[src/rtl/vga_pkg.sv]
// Default 640x480@60Hz timing constants, derived sync windows and shared pixel-coordinate types.
package vga_pkg;

    localparam int CLK_DIV  = 2;

    localparam int H_ACTIVE = 640;
    localparam int H_FP     = 16;
    localparam int H_SYNC   = 96;
    localparam int H_BP     = 48;
    localparam int V_ACTIVE = 480;
    localparam int V_FP     = 10;
    localparam int V_SYNC   = 2;
    localparam int V_BP     = 33;

    localparam int H_TOTAL  = H_ACTIVE + H_FP + H_SYNC + H_BP;
    localparam int V_TOTAL  = V_ACTIVE + V_FP + V_SYNC + V_BP;
    localparam int HS_START = H_ACTIVE + H_FP;
    localparam int HS_END   = HS_START + H_SYNC - 1;
    localparam int VS_START = V_ACTIVE + V_FP;
    localparam int VS_END   = VS_START + V_SYNC - 1;

    typedef logic [9:0] x_t;
    typedef logic [8:0] y_t;
    typedef logic [9:0] cnt_t;

    // Inclusive window test used for both sync pulses.
    function automatic logic in_window(input cnt_t cnt, input cnt_t lo, input cnt_t hi);
        return (cnt >= lo) && (cnt <= hi);
    endfunction

endpackage

[src/rtl/vga_timing_gen_pix_strobe_div.sv]
// Divides clk_in down to a one-cycle pixel strobe; also exposes the strobe value for the next cycle
// so the parent can register its decodes without adding latency.
module pix_strobe_div #(
    parameter int CLK_DIV = 2
) (
    input  logic clk_in,
    input  logic rst_n,
    output logic pix_stb,
    output logic pix_stb_nxt
);

    localparam int            DW       = (CLK_DIV > 1) ? $clog2(CLK_DIV) : 1;
    localparam logic [DW-1:0] DIV_LAST = DW'(CLK_DIV - 1);
    localparam logic [DW-1:0] DIV_ONE  = DW'(1);
    localparam logic          STB_RST  = (CLK_DIV == 1) ? 1'b1 : 1'b0;

    logic [DW-1:0] div_cnt_r;
    logic [DW-1:0] div_nxt_s;

    // Next divider count, wrapping at CLK_DIV-1.
    always_comb begin
        div_nxt_s = div_cnt_r;
        if (div_cnt_r == DIV_LAST) begin
            div_nxt_s = '0;
        end else begin
            div_nxt_s = div_cnt_r + DIV_ONE;
        end
    end

    assign pix_stb_nxt = (div_nxt_s == DIV_LAST);

    // Divider count and registered strobe; with CLK_DIV==1 the strobe never drops.
    always_ff @(posedge clk_in or negedge rst_n) begin
        if (!rst_n) begin
            div_cnt_r <= '0;
            pix_stb   <= STB_RST;
        end else begin
            div_cnt_r <= div_nxt_s;
            pix_stb   <= pix_stb_nxt;
        end
    end

endmodule

[src/rtl/vga_timing_gen.sv]
// VGA raster timing generator: h/v counters, sync, active flag and pixel coordinates.
// Define VGA_SYNC_ALIGN_EN to delay o_hs/o_vs/o_active by one clk_in to match registered colour paths.
module vga_timing_gen #(
    parameter int CLK_DIV  = vga_pkg::CLK_DIV,
    parameter int H_ACTIVE = vga_pkg::H_ACTIVE,
    parameter int H_FP     = vga_pkg::H_FP,
    parameter int H_SYNC   = vga_pkg::H_SYNC,
    parameter int H_BP     = vga_pkg::H_BP,
    parameter int V_ACTIVE = vga_pkg::V_ACTIVE,
    parameter int V_FP     = vga_pkg::V_FP,
    parameter int V_SYNC   = vga_pkg::V_SYNC,
    parameter int V_BP     = vga_pkg::V_BP
) (
    input  logic       clk_in,
    input  logic       i_rst,
    output logic       o_pix_stb,
    output logic       o_hs,
    output logic       o_vs,
    output logic       o_active,
    output logic [9:0] o_x,
    output logic [8:0] o_y,
    output logic       o_line_end,
    output logic       o_frame_end
);

    import vga_pkg::*;

    localparam cnt_t H_LAST_C   = cnt_t'(H_ACTIVE + H_FP + H_SYNC + H_BP - 1);
    localparam cnt_t V_LAST_C   = cnt_t'(V_ACTIVE + V_FP + V_SYNC + V_BP - 1);
    localparam cnt_t H_ACT_C    = cnt_t'(H_ACTIVE);
    localparam cnt_t V_ACT_C    = cnt_t'(V_ACTIVE);
    localparam cnt_t H_ACT_LAST = cnt_t'(H_ACTIVE - 1);
    localparam cnt_t V_ACT_LAST = cnt_t'(V_ACTIVE - 1);
    localparam cnt_t HS_LO_C    = cnt_t'(H_ACTIVE + H_FP);
    localparam cnt_t HS_HI_C    = cnt_t'(H_ACTIVE + H_FP + H_SYNC - 1);
    localparam cnt_t VS_LO_C    = cnt_t'(V_ACTIVE + V_FP);
    localparam cnt_t VS_HI_C    = cnt_t'(V_ACTIVE + V_FP + V_SYNC - 1);
    localparam cnt_t CNT_ONE    = cnt_t'(1);

    logic stb_s;
    logic stb_nxt_s;

    cnt_t h_cnt_r;
    cnt_t v_cnt_r;
    cnt_t h_nxt_s;
    cnt_t v_nxt_s;

    logic hs_nxt_s;
    logic vs_nxt_s;
    logic act_nxt_s;
    logic line_nxt_s;
    logic frame_nxt_s;

    logic hs_r;
    logic vs_r;
    logic active_r;
    x_t   x_r;
    y_t   y_r;
    logic line_end_r;
    logic frame_end_r;

    pix_strobe_div #(
        .CLK_DIV (CLK_DIV)
    ) u_pix_strobe_div (
        .clk_in      (clk_in),
        .rst_n       (i_rst),
        .pix_stb     (stb_s),
        .pix_stb_nxt (stb_nxt_s)
    );

    // Counter next-state: advance h on the strobe, carry into v on the line wrap.
    always_comb begin
        h_nxt_s = h_cnt_r;
        v_nxt_s = v_cnt_r;
        if (stb_s) begin
            if (h_cnt_r == H_LAST_C) begin
                h_nxt_s = '0;
                if (v_cnt_r == V_LAST_C) begin
                    v_nxt_s = '0;
                end else begin
                    v_nxt_s = v_cnt_r + CNT_ONE;
                end
            end else begin
                h_nxt_s = h_cnt_r + CNT_ONE;
                v_nxt_s = v_cnt_r;
            end
        end else begin
            h_nxt_s = h_cnt_r;
            v_nxt_s = v_cnt_r;
        end
    end

    // Decode the next counter values so the registered outputs line up with the counters themselves.
    always_comb begin
        hs_nxt_s    = ~in_window(h_nxt_s, HS_LO_C, HS_HI_C);
        vs_nxt_s    = ~in_window(v_nxt_s, VS_LO_C, VS_HI_C);
        act_nxt_s   = (h_nxt_s < H_ACT_C) && (v_nxt_s < V_ACT_C);
        line_nxt_s  = stb_nxt_s && (h_nxt_s == H_LAST_C);
        frame_nxt_s = stb_nxt_s && (h_nxt_s == H_ACT_LAST) && (v_nxt_s == V_ACT_LAST);
    end

    // Raster counters and their registered decodes; reset values match a (0,0) position.
    always_ff @(posedge clk_in or negedge i_rst) begin
        if (!i_rst) begin
            h_cnt_r     <= '0;
            v_cnt_r     <= '0;
            hs_r        <= 1'b1;
            vs_r        <= 1'b1;
            active_r    <= 1'b1;
            x_r         <= '0;
            y_r         <= '0;
            line_end_r  <= 1'b0;
            frame_end_r <= 1'b0;
        end else begin
            h_cnt_r     <= h_nxt_s;
            v_cnt_r     <= v_nxt_s;
            hs_r        <= hs_nxt_s;
            vs_r        <= vs_nxt_s;
            active_r    <= act_nxt_s;
            x_r         <= act_nxt_s ? h_nxt_s : 10'd0;
            y_r         <= act_nxt_s ? v_nxt_s[8:0] : 9'd0;
            line_end_r  <= line_nxt_s;
            frame_end_r <= frame_nxt_s;
        end
    end

`ifdef VGA_SYNC_ALIGN_EN
    logic hs_dly_r;
    logic vs_dly_r;
    logic active_dly_r;

    // One extra stage on sync/active only; coordinates and pulses stay undelayed.
    always_ff @(posedge clk_in or negedge i_rst) begin
        if (!i_rst) begin
            hs_dly_r     <= 1'b1;
            vs_dly_r     <= 1'b1;
            active_dly_r <= 1'b0;
        end else begin
            hs_dly_r     <= hs_r;
            vs_dly_r     <= vs_r;
            active_dly_r <= active_r;
        end
    end

    assign o_hs     = hs_dly_r;
    assign o_vs     = vs_dly_r;
    assign o_active = active_dly_r;
`else
    assign o_hs     = hs_r;
    assign o_vs     = vs_r;
    assign o_active = active_r;
`endif

    assign o_pix_stb   = stb_s;
    assign o_x         = x_r;
    assign o_y         = y_r;
    assign o_line_end  = line_end_r;
    assign o_frame_end = frame_end_r;

endmodule

[config.mk]
export PLATFORM = sky130hd
export DESIGN_NAME = vga_timing_gen
export DESIGN_NICKNAME = d
export VERILOG_FILES = /design/src/rtl/vga_pkg.sv /design/src/rtl/vga_timing_gen_pix_strobe_div.sv /design/src/rtl/vga_timing_gen.sv
export SDC_FILE = /design/constraint.sdc
export NUM_CORES = 1
export LEC_CHECK = 0
export CAP_MARGIN = 30
export CORE_MARGIN = 2
export CORE_UTILIZATION = 54
export DETAILED_ROUTE_END_ITERATION = 10
export PLACE_DENSITY = 0.78
export SYNTH_ARGS = -nofsm -noshare
export SYNTH_HDL_FRONTEND = slang
export SYNTH_HIERARCHICAL = 1
export SYNTH_SLANG_ARGS = --single-unit
[constraint.sdc]
create_clock -name clk_in -period 2.35 [get_ports clk_in]
set_input_delay 0.47 -clock clk_in [delete_from_list [all_inputs] [get_ports clk_in]]
set_output_delay 0.47 -clock clk_in [all_outputs]
set_load 0.01 [all_outputs]
Word level (Yosys, flattened, before mapping)
Cells that the tools add are included.
Widths: inputs -> output; s select.
- input port bits: 2
- flip-flop bits (word level): 45
- muxes and demuxes: 8
- bitwise operators: 2
- reduce and logical (&&, ||, !) cells: 6
- equality and inequality tests: 5
- order comparisons: 6
- add/sub/neg operators: 3
- operators by type and width (kind ; count):
    $mux 10 ; 6
    $eq 10x10->1 const B ; 4
    $add 10x1->10 const B ; 2
    $eq 10x9->1 const B ; 1
    $ge 10x10->1 const B ; 1
    $ge 10x9->1 const B ; 1
    $le 10x10->1 const B ; 1
    $le 10x9->1 const B ; 1
    $lt 10x10->1 const B ; 1
    $lt 10x9->1 const B ; 1
    $mux 9 ; 1
    $logic_and 1x1->1 ; 6
    $not 1->1 ; 2
    $add 1x1->1 const B ; 1
    $mux 1 ; 1

Longest topological paths before layout
Gate-level depths: netlist of the first run.
- word-level depth: 7
- depth in mapped cells: 9
- gate-level depth less buffers: 9

By module
The synthesis of the first run kept the hierarchy.
- by module, submodules not included (module ; times used ; cells each ; area an instance (µm²)):
    vga_timing_gen ; 1 ; 196 ; 2104.5
    pix_strobe_div ; 1 ; 2 ; 28.8

Least setup slack after synthesis of the first run
Ideal clock, no wire load.
- path type: register -> register
- start point: reg u_pix_strobe_div.pix_stb
- end point: reg y_r[5], in the netlist o_y[5]
- cell stages (with the launch flop): 10
- buffers on the path: 3
- path slack: 0.194 ns
- data arrival time: 2.014 ns
- setup time: 0.142 ns
- required time: 2.208 ns
- path through: dfrtp_1 buf_2 and3_1 buf_2 nand3_1 nor4_1 o221ai_2 o2111ai_4 buf_6 nor2_1
- cells in the longest elaborated chain, start to end: 4
- elaborated cells on any way between the ends: 6
- RTL lines (item ; line ; source):
    from (decl) ; vga_timing_gen_pix_strobe_div.sv:8 ; output logic pix_stb,
    from (signal assigned) ; vga_timing_gen_pix_strobe_div.sv:39 ; pix_stb <= pix_stb_nxt;
    $mux 10 ; vga_timing_gen.sv:75 ; if (stb_s) begin
    $lt 10x10->1 or $lt 10x9->1 (tied branches) ; vga_timing_gen.sv:97 ; act_nxt_s = (h_nxt_s < H_ACT_C) && (v_nxt_s < V_ACT_C);
    $logic_and 1x1->1 ; vga_timing_gen.sv:97 ;
    $mux 9 * ; vga_timing_gen.sv:121 ; y_r <= act_nxt_s ? v_nxt_s[8:0] : 9'd0;
    to (signal assigned) ; vga_timing_gen.sv:121 ;
    to (decl) ; vga_timing_gen.sv:58 ; y_t y_r;
Every way passes the cells marked *; elsewhere a longest branch is shown, timed or not.

Final worst setup path of the first run
- start point: reg h_cnt_r[6]
- end point: reg x_r[6], in the netlist o_x[6]
- cells in the longest elaborated chain, start to end: 6
- elaborated cells on any way between the ends: 10
- RTL lines (item ; line ; source):
    from (decl) ; vga_timing_gen.sv:43 ; cnt_t h_cnt_r;
    from (signal assigned) ; vga_timing_gen.sv:115 ; h_cnt_r <= h_nxt_s;
    $add 10x1->10 or $eq 10x10->1 (tied branches) ; vga_timing_gen.sv:84, vga_timing_gen.sv:76 ;
    $mux 10 ; vga_timing_gen.sv:76 ; if (h_cnt_r == H_LAST_C) begin
    $mux 10 ; vga_timing_gen.sv:75 ;
    $lt 10x10->1 or $lt 10x9->1 (tied branches) ; vga_timing_gen.sv:97 ;
    $logic_and 1x1->1 ; vga_timing_gen.sv:97 ;
    $mux 10 * ; vga_timing_gen.sv:120 ; x_r <= act_nxt_s ? h_nxt_s : 10'd0;
    to (signal assigned) ; vga_timing_gen.sv:120 ;
    to (decl) ; vga_timing_gen.sv:57 ; x_t x_r;
Marks and branches as above.

==> results.cfg, run 1 <==
[run_status]
status = completed

[floorplan]
ios = 27
coreArea_sq_mm = 0.00372
start_util = 0.574
rows = 22
die_area_sq_mm = 0.00447
die_w_um = 66.9
die_h_um = 66.9

[detailed_routing]
vias = 1678
drt_iter0_markers = 151
wl_per_cell_um = 15.9
drc = 0
first_pass_iters = 4
via_per_inst = 5.61
antenna_left = 0
wl_um = 4760

[pwr]
power.share.clock = 0.388
p_comb_frac = 0.012
power.leakage_uw = 0.00127
power_density_mw_per_mm2 = 465
vdd_ir_drop_max_mv = 0.327
power_frac_seq = 0.600
p_switching_uw = 249
intPower_uw = 1040
swShare = 0.193

[global_routing]
grt_max_degree = 29
grt.total_usage = 0.236
overflow = 0
grt_pass1_wl_um = 7740
antenna_found_initial = 0
grt_pass1_vias = 1632

[timing]
tightest_slew_ns = 0.475
fin_crit_sh = 0.961
slew_headroom = 0.681
fin_hold_ws_ns = 0.0869
finalSetupViolCount = 0
period_needed_ns = 2.26
slew_violations = 0
finalClockSkew_ns = 0.00432
setup_slack_ns = 0.0922
max_freq_ghz = 0.443
hold_viol = 0

[synth]
synth.distinct_cells = 47
syn_area_sq_mm = 0.00213
ys.flop_type = dfrtp_1
yosys.area.top_type = dfrtp_1
ys_seq_area_frac = 0.530
yosysWarnings = 6
synth-async-reset-ratio = 1.00
avgSynthCellArea_sq_um = 10.8
synthesis.nets = 203
syn_inst = 198
synth_edf_count = 0
ys_ff_latch = 45
synth_area_leaders = dfrtp_1 (49%), dfstp_2 (3.7%), and2b_2 (3.3%)
yosys.area.top_type_share = 0.493

[placed_design]
dp_hpwl_um = 3390
portBuffers = 26
placed_area_sq_mm = 0.00255
gp_congestion = 0.910
dp_slack_ns = -0.0824

[clock_tree]
cts_tree = yes
numCtsBuffers = 5
hold_buffers = 0
cts.sinks = 45
ctsHtreeMaxLevel = 2
clkTransAtPathRegs_ns = 0.08
clock_latency_ns = 0.29
cts_root_buf = clkbuf_8
clockBufferDepth = 2

[worst_setup_path]
crit_type = register to register
path_max_fanout = 9
required_ns = 2.53
worstSetupEndpointType = register
crit_buf_inv = 1
slowest_delay_ns = 0.45
cp_cell_sequence = nor4b_4 -> nand4_1 -> or2_4 -> mux2_4 -> o2111ai_4 -> buf_12 -> and2b_2
critical_path.top_delay_family = simple AND/OR/NAND/NOR gates
arrival_ns = 2.44
slowest_stage = dfrtp_2
crit_path_start_kind = register

[worst_hold_path]
hold_class = primary input to async pin

[cells_and_area]
final_common_cell = dfrtp_1
final_nets = 255
area_delta_synth_final_pct = 30.0
mostFrequentLayoutCells = dfrtp_1 (41), clkdlybuf4s50_1 (25), buf_4 (24), nand2_1 (18)
n_antenna_cell = 0
finalInstanceArea_sq_mm = 0.00277
fillers = 265
layout-drive-gt1-share = 0.275

[flow_run]
maxCapViolations = 0
-- area by class of cell --
cell class                      instances  area [sq um]  share of cell area
Sequential cell                        45          1130               0.408
Multi-Input combinational cell        132           962               0.347
Timing Repair Buffer                   52           467               0.168
Clock buffer                            7          96.3              0.0347
Tap cell                               48          60.1              0.0217
Inverter                               14          52.6              0.0189
Clock inverter                          1          5.00             0.00180
-- stage by stage --
stage / total power [uW] / cells / TNS [ns] / util
3_5_place_dp: 806 / 284 / -0.973 / 0.686
3_3_place_gp: 805 / 284 / 0 / 0.686
5_1_grt: 1350 / 299 / -0.00768 / 0.746
4_1_cts: 1310 / 294 / 0 / 0.723
2_1_floorplan: 789 / 198 / 0 / -
6_report: 1290 / 299 / 0 / 0.746
-- state kept, by name (all words and copies together) (netlist names), 9 cells and up --
name and count:
o_x 10, v_cnt_r 10, o_y 9, h_cnt_r 10
-- power by group through the flow --
stage / Clock (uW) / Sequential, uW / Combinational [uW]
floorplan: 0 / 789 / 0.000422
global placement: 0 / 789 / 16.1
detailed placement: 0 / 789 / 17.1
CTS: 517 / 774 / 17.0
global route: 554 / 774 / 19.2
finish: 500 / 774 / 15.7
-- Yosys cell counts, types with 3 or more instances --
| cell type | count |
|---|---|
| dfrtp_1 | 42 |
| nand2_1 | 18 |
| inv_1 | 14 |
| nor2_1 | 14 |
| and2b_2 | 8 |
| xnor2_1 | 8 |
| nand3_1 | 7 |
| o21ai_0 | 7 |
| nor4_1 | 6 |
| and4_1 | 5 |
| nand4_1 | 5 |
| nor3_1 | 5 |
| a21oi_1 | 4 |
| and2_1 | 4 |
| buf_2 | 4 |
| or2_2 | 4 |
| a31oi_1 | 3 |
| and3_1 | 3 |
| dfstp_2 | 3 |
| ha_1 | 3 |
-- worst paths after layout --
check	cells past startpoint	to	from	slack, ns
max	7	o_x[6]$_DFF_PN0_	h_cnt_r[6]$_DFF_PN0_	0.09
min	1	v_cnt_r[3]$_DFF_PN0_	i_rst	0.09
max reg2reg	7	o_x[6]$_DFF_PN0_	h_cnt_r[6]$_DFF_PN0_	0.09
min reg2reg	1	v_cnt_r[8]$_DFF_PN0_	v_cnt_r[8]$_DFF_PN0_	0.60
max in group asynchronous	2	o_active$_DFF_PN1_	i_rst	1.54
min in group clk_in	1	v_cnt_r[8]$_DFF_PN0_	v_cnt_r[8]$_DFF_PN0_	0.60
-- what timing repair did --
item,CTS,global route
setup buffers,2,5
setup endpoints to repair,17,19
pin swaps,1,11
cloned,0,0
resized for setup,1,13
-- layer usage --
| layer | track usage | routed length, um |
|---|---|---|
| met5 | 0 | 0 |
| met4 | 0.0638 | 93 |
| met3 | 0.0524 | 266 |
| met2 | 0.380 | 2380 |
| met1 | 0.323 | 2020 |
-- cells by family (layout without fill, tap and decap cells) --
kind of cell,count (synthesis),after routing,synth area share
and+or+nand+nor,90,90,0.260
DFF,45,45,0.530
AOI/OAI and AO/OA,27,27,0.0968
buffers and inverters,21,74,0.0440
xor gates and xnor gates,9,9,0.0370
adders and majority gates,3,3,0.0176
muxes,3,3,0.0152
No activity file was read; power rests on OpenSTA's default activity.
==> inputs of run 2 (changes only) <==
--- a/config.mk
+++ b/config.mk
@@ -10,6 +10,7 @@
 export CORE_UTILIZATION = 54
 export DETAILED_ROUTE_END_ITERATION = 10
 export PLACE_DENSITY = 0.78
+export SKIP_CTS_REPAIR_TIMING = 1
 export SYNTH_ARGS = -nofsm -noshare
 export SYNTH_HDL_FRONTEND = slang
 export SYNTH_HIERARCHICAL = 1
==> results.cfg, run 2 (synthesis gave the netlist of run 1 again) <==
[run_status]
status = completed

[worst_setup_path]
required_ns = 2.57
r2r_end = o_y[6]$_DFF_PN0_
path_max_fanout = 7
timing.rr.start = h_cnt_r[6]$_DFF_PN0_
crit_path_start_kind = register
crit_buf_inv = 2
rr_worst_depth = 8
arrival_ns = 2.49
worstSetupEndpointType = register
cp_cell_sequence = nor4b_4 -> nand4_1 -> o21a_1 -> o221ai_2 -> o2111ai_4 -> buf_4 -> buf_4 -> nor2_1
critical_path.top_delay_family = compound AO/OA/AOI/OAI gates
crit_type = register to register
rrSetupSlack_ns = 0.08
crit_top_cell = buf_4
slowest_stage = dfrtp_2
slowest_delay_ns = 0.43

[global_routing]
grt_max_degree = 29
grt_pass1_vias = 1618
grt.total_usage = 0.230
grt_pass1_wl_um = 7550
overflow = 0
antenna_found_initial = 0

[floorplan]
coreArea_sq_mm = 0.00372
die_area_sq_mm = 0.00447
rows = 22
die_w_um = 66.9
die_h_um = 66.9
ios = 27
start_util = 0.574

[flow_run]
maxCapViolations = 0

[cells_and_area]
fillers = 271
multi_input_area_sq_um = 940
final_nets = 253
area_delta_synth_final_pct = 27.7
layout-drive-gt1-share = 0.261
regArea_sq_mm = 0.00113
n_antenna_cell = 0
mostFrequentLayoutCells = dfrtp_1 (41), clkdlybuf4s50_1 (25), buf_4 (23), nand2_1 (18)
final_common_cell = dfrtp_1
fin_util = 0.733
finalInstanceArea_sq_mm = 0.00272

[placed_design]
portBuffers = 26
dp_hpwl_um = 3390
placed_area_sq_mm = 0.00255
gp_congestion = 0.910

[detailed_routing]
drc = 0
wl_per_cell_um = 15.7
wl_um = 4680
antenna_left = 0
vias = 1690
drt_iter0_markers = 148
first_pass_iters = 4
via_per_inst = 5.69

[clock_tree]
clock_latency_ns = 0.29
cts_tree = yes
clockBufferDepth = 2
cts.sinks = 45
cts_root_buf = clkbuf_8
clkTransAtPathRegs_ns = 0.08
numCtsBuffers = 5
ctsHtreeMaxLevel = 2

[timing]
hold_viol = 0
max_freq_ghz = 0.441
slew_headroom = 0.675
fin_crit_sh = 0.965
period_needed_ns = 2.27
finalClockSkew_ns = 0.00294
finalSetupViolCount = 0
slew_violations = 0
fin_hold_ws_ns = 0.0868
fin_tns_setup_ns = 0
tightest_slew_ns = 0.484

[pwr]
vdd_ir_drop_max_mv = 0.326
power_density_mw_per_mm2 = 474
power.leakage_uw = 0.00125

[worst_hold_path]
hold_class = primary input to async pin
[run 2: layer usage]
layer,up-vias,track usage,wire [um]
met3,13,0.0524,272
met5,-,0,0
met4,0,0.0663,83
li1,790,-,-
met1,811,0.312,1980
met2,76,0.370,2340
[run 2: worst max path at each step]
| stage | start | endpoint | slack (ns) | cells past startpoint |
|---|---|---|---|---|
| floorplan | u_pix_strobe_div/pix_stb$_DFF_PN0_ | o_y[5]$_DFF_PN0_ | 0.19 | 9 |
| global placement | h_cnt_r[6]$_DFF_PN0_ | o_y[4]$_DFF_PN0_ | 0.07 | 7 |
| detailed placement | h_cnt_r[0]$_DFF_PN0_ | o_x[4]$_DFF_PN0_ | -0.08 | 8 |
| CTS | h_cnt_r[0]$_DFF_PN0_ | o_y[6]$_DFF_PN0_ | -0.10 | 8 |
| global route | h_cnt_r[6]$_DFF_PN0_ | o_x[3]$_DFF_PN0_ | -0.06 | 7 |
| finish | h_cnt_r[6]$_DFF_PN0_ | o_y[6]$_DFF_PN0_ | 0.08 | 8 |
[run 2: power by group]
part / internal [uW] / leakage (uW) / total (uW) / switching, uW
combinational: 1.67 / 0.000607 / 15.8 / 14.1
sequential: 774 / 0.000593 / 774 / 0
clock: 265 / 0.0000542 / 502 / 237
[run 2: layout make-up]
cell class / instances / share of cell area
clock inverters: 1 / 0.00184
multi-input cells: 132 / 0.345
inverters: 14 / 0.0193
repair buffers: 50 / 0.161
flip-flops and latches: 45 / 0.415
well taps: 48 / 0.0220
clock buffers: 7 / 0.0354
[run 2: through the flow]
| step | total power (uW) | worst slack (ns) | std cells |
|---|---|---|---|
| 2_1_floorplan | 789 | 0.194 | 198 |
| 3_5_place_dp | 806 | -0.0824 | 284 |
| 6_report | 1290 | 0.0815 | 297 |
| 3_3_place_gp | 805 | 0.0654 | 284 |
| 5_1_grt | 1350 | -0.0607 | 297 |
| 4_1_cts | 1310 | -0.100 | 292 |
==> RTL change 1 (settings of run 2) <==
`CLK_DIV` is set to 2 in 2 places; all go to 1.
--- a/src/rtl/vga_pkg.sv
+++ b/src/rtl/vga_pkg.sv
@@ -3,3 +3,3 @@
 
-    localparam int CLK_DIV  = 2;
+    localparam int CLK_DIV  = 1;
 
--- a/src/rtl/vga_timing_gen_pix_strobe_div.sv
+++ b/src/rtl/vga_timing_gen_pix_strobe_div.sv
@@ -3,3 +3,3 @@
 module pix_strobe_div #(
-    parameter int CLK_DIV = 2
+    parameter int CLK_DIV = 1
 ) (
Check against the original RTL: not equivalent (Yosys sat finds a counterexample within 4 cycles, from zero or initial values and one cycle with i_rst low).
==> RTL change 1 against run 2 <==
Wire length is 0.41% lower; sequential cell count decreased by 1; setup slack gained 0.014 ns; via count is 1.1% lower; first-iteration DRC count up 42%; synthesized area decreased by 0.47%; design area decreased by 2.3%.
Power is not compared: it rests on default switching activity, and its combinational part moved more than twofold at a synthesized area within 25%.
==> RTL change 1: results (changes against run 2) <==
Finish
  – Most common cell after layout, fill and taps aside: dfrtp_1
  – Share of layout cells above drive strength 1: 24.7% (-1.4 points)
  – Nets: 248 (-2.0%)
  – Final instance area: 2660 µm² (-2.3%)
  – Antenna fix cells: 0 (unchanged)

Setup path
  – R2R Path Start: h_cnt_r[6]
  – Crit-path max cell delay: about 0.44 ns
  – Crit path from: h_cnt_r[6]
  – Crit path max-delay family: simple AND/OR/NAND/NOR gates
  – RR Endpoint: o_y[1]
  – Worst path slowest cell: dfrtp_2
  – Crit path max fanout: 12 (+5)
  – Kind of critical path: reg2reg
  – R2R Setup Slk: 0.1 ns
  – FF-to-FF path depth: 7 (-1)

Clock tree
  – Worst-Skew Late Latency: 0.29 ns (about the same)
  – CTS max path bufs: 2 (unchanged)
  – Htree depth: 2 (unchanged)
  – Clock-pin slew on the worst setup and hold paths: 0.08 ns (about the same)
  – Clock root buffer: clkbuf_8
  – Inserted Clock Buffers: 5 (unchanged)

Yosys
  – Synth Flop Type: dfrtp_1
  – Post-synthesis sequential area ratio: 52.0% (-0.93 points)
  – Post-synth cell types: 49 (+4.3%)
  – Synth Instances: 199 (+0.51%)
  – Synth async-reset ratio: 100% (unchanged)
  – Synth warn: 6 (unchanged)
  – Area contributors post-synth: dfrtp_1 48%, dfstp_2 3.7%, and2b_2 3.3%
  – Most frequent cells after synthesis: 41 x dfrtp_1, 18 x nand2_1, 14 x nor2_1

Placed design
  – Placed Area: 2540 µm² (-0.44%)
  – Placed insts: 284 (unchanged)
  – GPL Wtd Cong: 0.902 (-0.89%)
  – Port bufs: 25 (-3.8%)
  – Hpwl dp: 3530 µm (+4.1%)
  – DP Worst Slack: -0.0973 ns (-0.0148 ns)

Drt
  – DR vias: 1,671 (-1.1%)
  – DRT iter0 DRCs: 210 (+42%)
  – Post-route ant nets: 0 (unchanged)
  – Drt pass-1 iters: 4 (unchanged)
  – Drt via density: 5.74 (+0.91%)
  – Avg WL per Cell: 16.0 µm (+1.6%)

GRT
  – Antenna violations before repair: 0 (unchanged)
  – First-pass GRT wire length: 7910 µm (+4.8%)
  – Aggregate global-route resource usage: 24.5% (+1.5 points)
  – Largest net degree at the start of global routing: 26 (-10%)

Worst hold path
  – Hold/Removal Path Class: in2async

Power
  – Total leakage power: between 0.001 and 0.0015 µW
  – Worst vdd ir: about 0.00064 V

Run status
  – Status: complete, no violations

Timing
  – Clock skew: 0.00739 ns (+0.00445 ns)
  – Max Clk Rate: 0.444 GHz (+0.63%)
RTL change 1: worst register-to-register path, stage by stage, from the launching register on:
cell       delay, ns
dfrtp_2         0.44
nor4b_4         0.33
nand4_1         0.22
or2_2           0.35
mux2_4          0.30
o2111ai_4       0.11
buf_12          0.18
and2b_2         0.22
RTL change 1: power by group:
group | leakage [µW] | switching (µW) | total, µW | internal, µW
Clock | 0.0000410 | 235 | 437 | 202
Combinational | 0.000583 | 246 | 492 | 247
Sequential | 0.000561 | 84.0 | 947 | 862
RTL change 1: final cells by class:
class	count	area [µm²]
inverters	13	48.8
clock inverters	1	5.00
repair buffers	45	408
fillers	258	1050
flip-flops and latches	44	1110
clock buffers	6	72.6
multi-input cells	134	962
well taps	48	60.1
RTL change 1: kinds of logic (layout without fill, tap and decap cells):
| kind of cell | after synthesis | after routing | share of synthesized area [%] |
|---|---|---|---|
| xor+xnor | 9 | 9 | 3.71 |
| compound gates | 27 | 27 | 9.72 |
| mux | 3 | 3 | 1.53 |
| other cells | 1 | 2 | 0.177 |
| fa+ha+maj | 3 | 3 | 1.77 |
| simple gates | 90 | 90 | 26.1 |
| buf+inv | 22 | 65 | 4.95 |
| flops | 44 | 44 | 52.0 |
RTL change 1: per-stage QoR:
stage          hold WS, ns  setup TNS, ns
5_1_grt              0.144        -0.0265
3_3_place_gp         0.432              0
4_1_cts              0.128         -0.873
6_report             0.113              0
2_1_floorplan        0.174              0
3_5_place_dp         0.449         -0.713
RTL change 1: metal layers:
| metal | vias to the layer above | global-route usage, % | wire [µm] |
|---|---|---|---|
| met5 | - | 0 | 0 |
| met4 | 0 | 10.2 | 80 |
| met3 | 9 | 5.07 | 294 |
| met2 | 67 | 43.1 | 2420 |
| met1 | 812 | 29.0 | 1860 |
| li1 | 783 | - | - |
==> RTL change 2 (flow settings as in run 2) <==
Made on the original files. Put one more register stage on the output `o_x`, cleared by the reset. The value now appears one clock later. The other outputs are not delayed to match.
--- a/src/rtl/vga_timing_gen.sv
+++ b/src/rtl/vga_timing_gen.sv
@@ -154,3 +154,9 @@
     assign o_pix_stb   = stb_s;
-    assign o_x         = x_r;
+    always_ff @(posedge clk_in or negedge i_rst) begin
+        if (!i_rst) begin
+            o_x <= '0;
+        end else begin
+            o_x <= x_r;
+        end
+    end
     assign o_y         = y_r;
Behaviour: not the same (a bounded check fails within 4 cycles, from zero or initial values and one cycle with i_rst low).
==> RTL change 2 against run 2 <==
Critical path depth down 1; synthesized area grew 12%; total power grew 21%; cell count up 4.7%; wire length about the same; setup slack improved by 0.041 ns; first-iteration DRC count is 7.4% lower; sequential cell count rose by 10; design area grew 10%; critical endpoint is now o_y[8]; highest routed layer unchanged.
==> RTL change 2: results (changes against run 2) <==
Yosys
  – Area contributors post-synth: dfrtp_1 55%, dfstp_2 3.3%, and2b_2 2.9%
  – Xor and xnor fraction of the mapped netlist area: 3.31% (-0.39 points)
  – Post-synthesis mux area share: 1.36% (-0.16 points)
  – Synth Area in Adders: 1.57% (-0.18 points)
  – Syn Area/Cell: 11.5 µm² (+6.4%)
  – Synth Area in Compound Gates: 8.66% (-1.0 points)

Power
  – Total leakage power: 0.00139 µW (+11%)
  – Switching Fraction: 18.7% (-0.75 points)
  – Worst vdd ir: 0.000415 V (+27%)
  – P_comb: 21.5 µW (+36%)
  – Final Power: 1560 µW (+21%)

Finish
  – Share of layout cells above drive strength 1: 24.3% (-1.8 points)
  – Filler Cells Inserted: 319 (+18%)
  – Nets: 263 (+4.0%)

Drt
  – Avg WL per Cell: 15.0 µm (-4.5%)
  – DRT iter0 DRCs: 137 (-7.4%)
  – DR vias: 1,700 (+0.59%)

GRT
  – Aggregate global-route resource usage: 20.2% (-2.9 points)
  – First-pass GRT wire length: 7760 µm (+2.7%)
  – Largest net degree at the start of global routing: 34 (+17%)

Setup path
  – Crit-path max cell delay: 0.45 ns (+0.02 ns)
  – Crit path max-delay family: simple AND/OR/NAND/NOR gates
  – Crit path max fanout: 8 (+1)
  – Arrival @ worst endpoint: 2.42 ns (-0.07 ns)

Run status
  – Status: complete, no violations

Placed design
  – GPL Wtd Cong: 0.936 (+2.8%)
  – Placed insts: 302 (+6.3%)
  – DP Worst Slack: 0.0487 ns (+0.131 ns)
  – Hpwl dp: 3410 µm (+0.53%)

Timing
  – Slew @ Worst Pin: 0.532 ns (+0.0485 ns)
[RTL change 2: per-layer routing]
metal	wire length, µm	part of all wire, %	vias to the layer above	GRT usage, %
met4	121	2.6	0	8.55
met1	2200	47	805	27.5
met2	2130	46	63	32.5
met5	0	0	-	0
li1	-	-	821	-
met3	222	4.7	11	2.60
[RTL change 2: path summary, 6_finish.rpt]
path	start	to	slack (ns)	depth (start not counted)
setup / recovery	h_cnt_r[6]	o_y[8]	0.12	7
hold / removal	i_rst	o_y[7]	0.14	1
setup reg to reg	h_cnt_r[6]	o_y[8]	0.12	7
hold reg to reg	x_r[8]	o_x[8]	0.35	0
max in group asynchronous	i_rst	o_hs	1.59	2
min in group clk_in	x_r[8]	o_x[8]	0.35	0
[RTL change 2: final cells by class]
cell class,instances,area [µm²],area share (%)
clock inverter,1,30.0,1.00
multi-input combinational,132,940,31.3
clock buffer,7,76.3,2.54
inverter,14,52.6,1.75
sequential,55,1380,46.0
timing repair buffer,50,455,15.2
tap,52,65.1,2.17
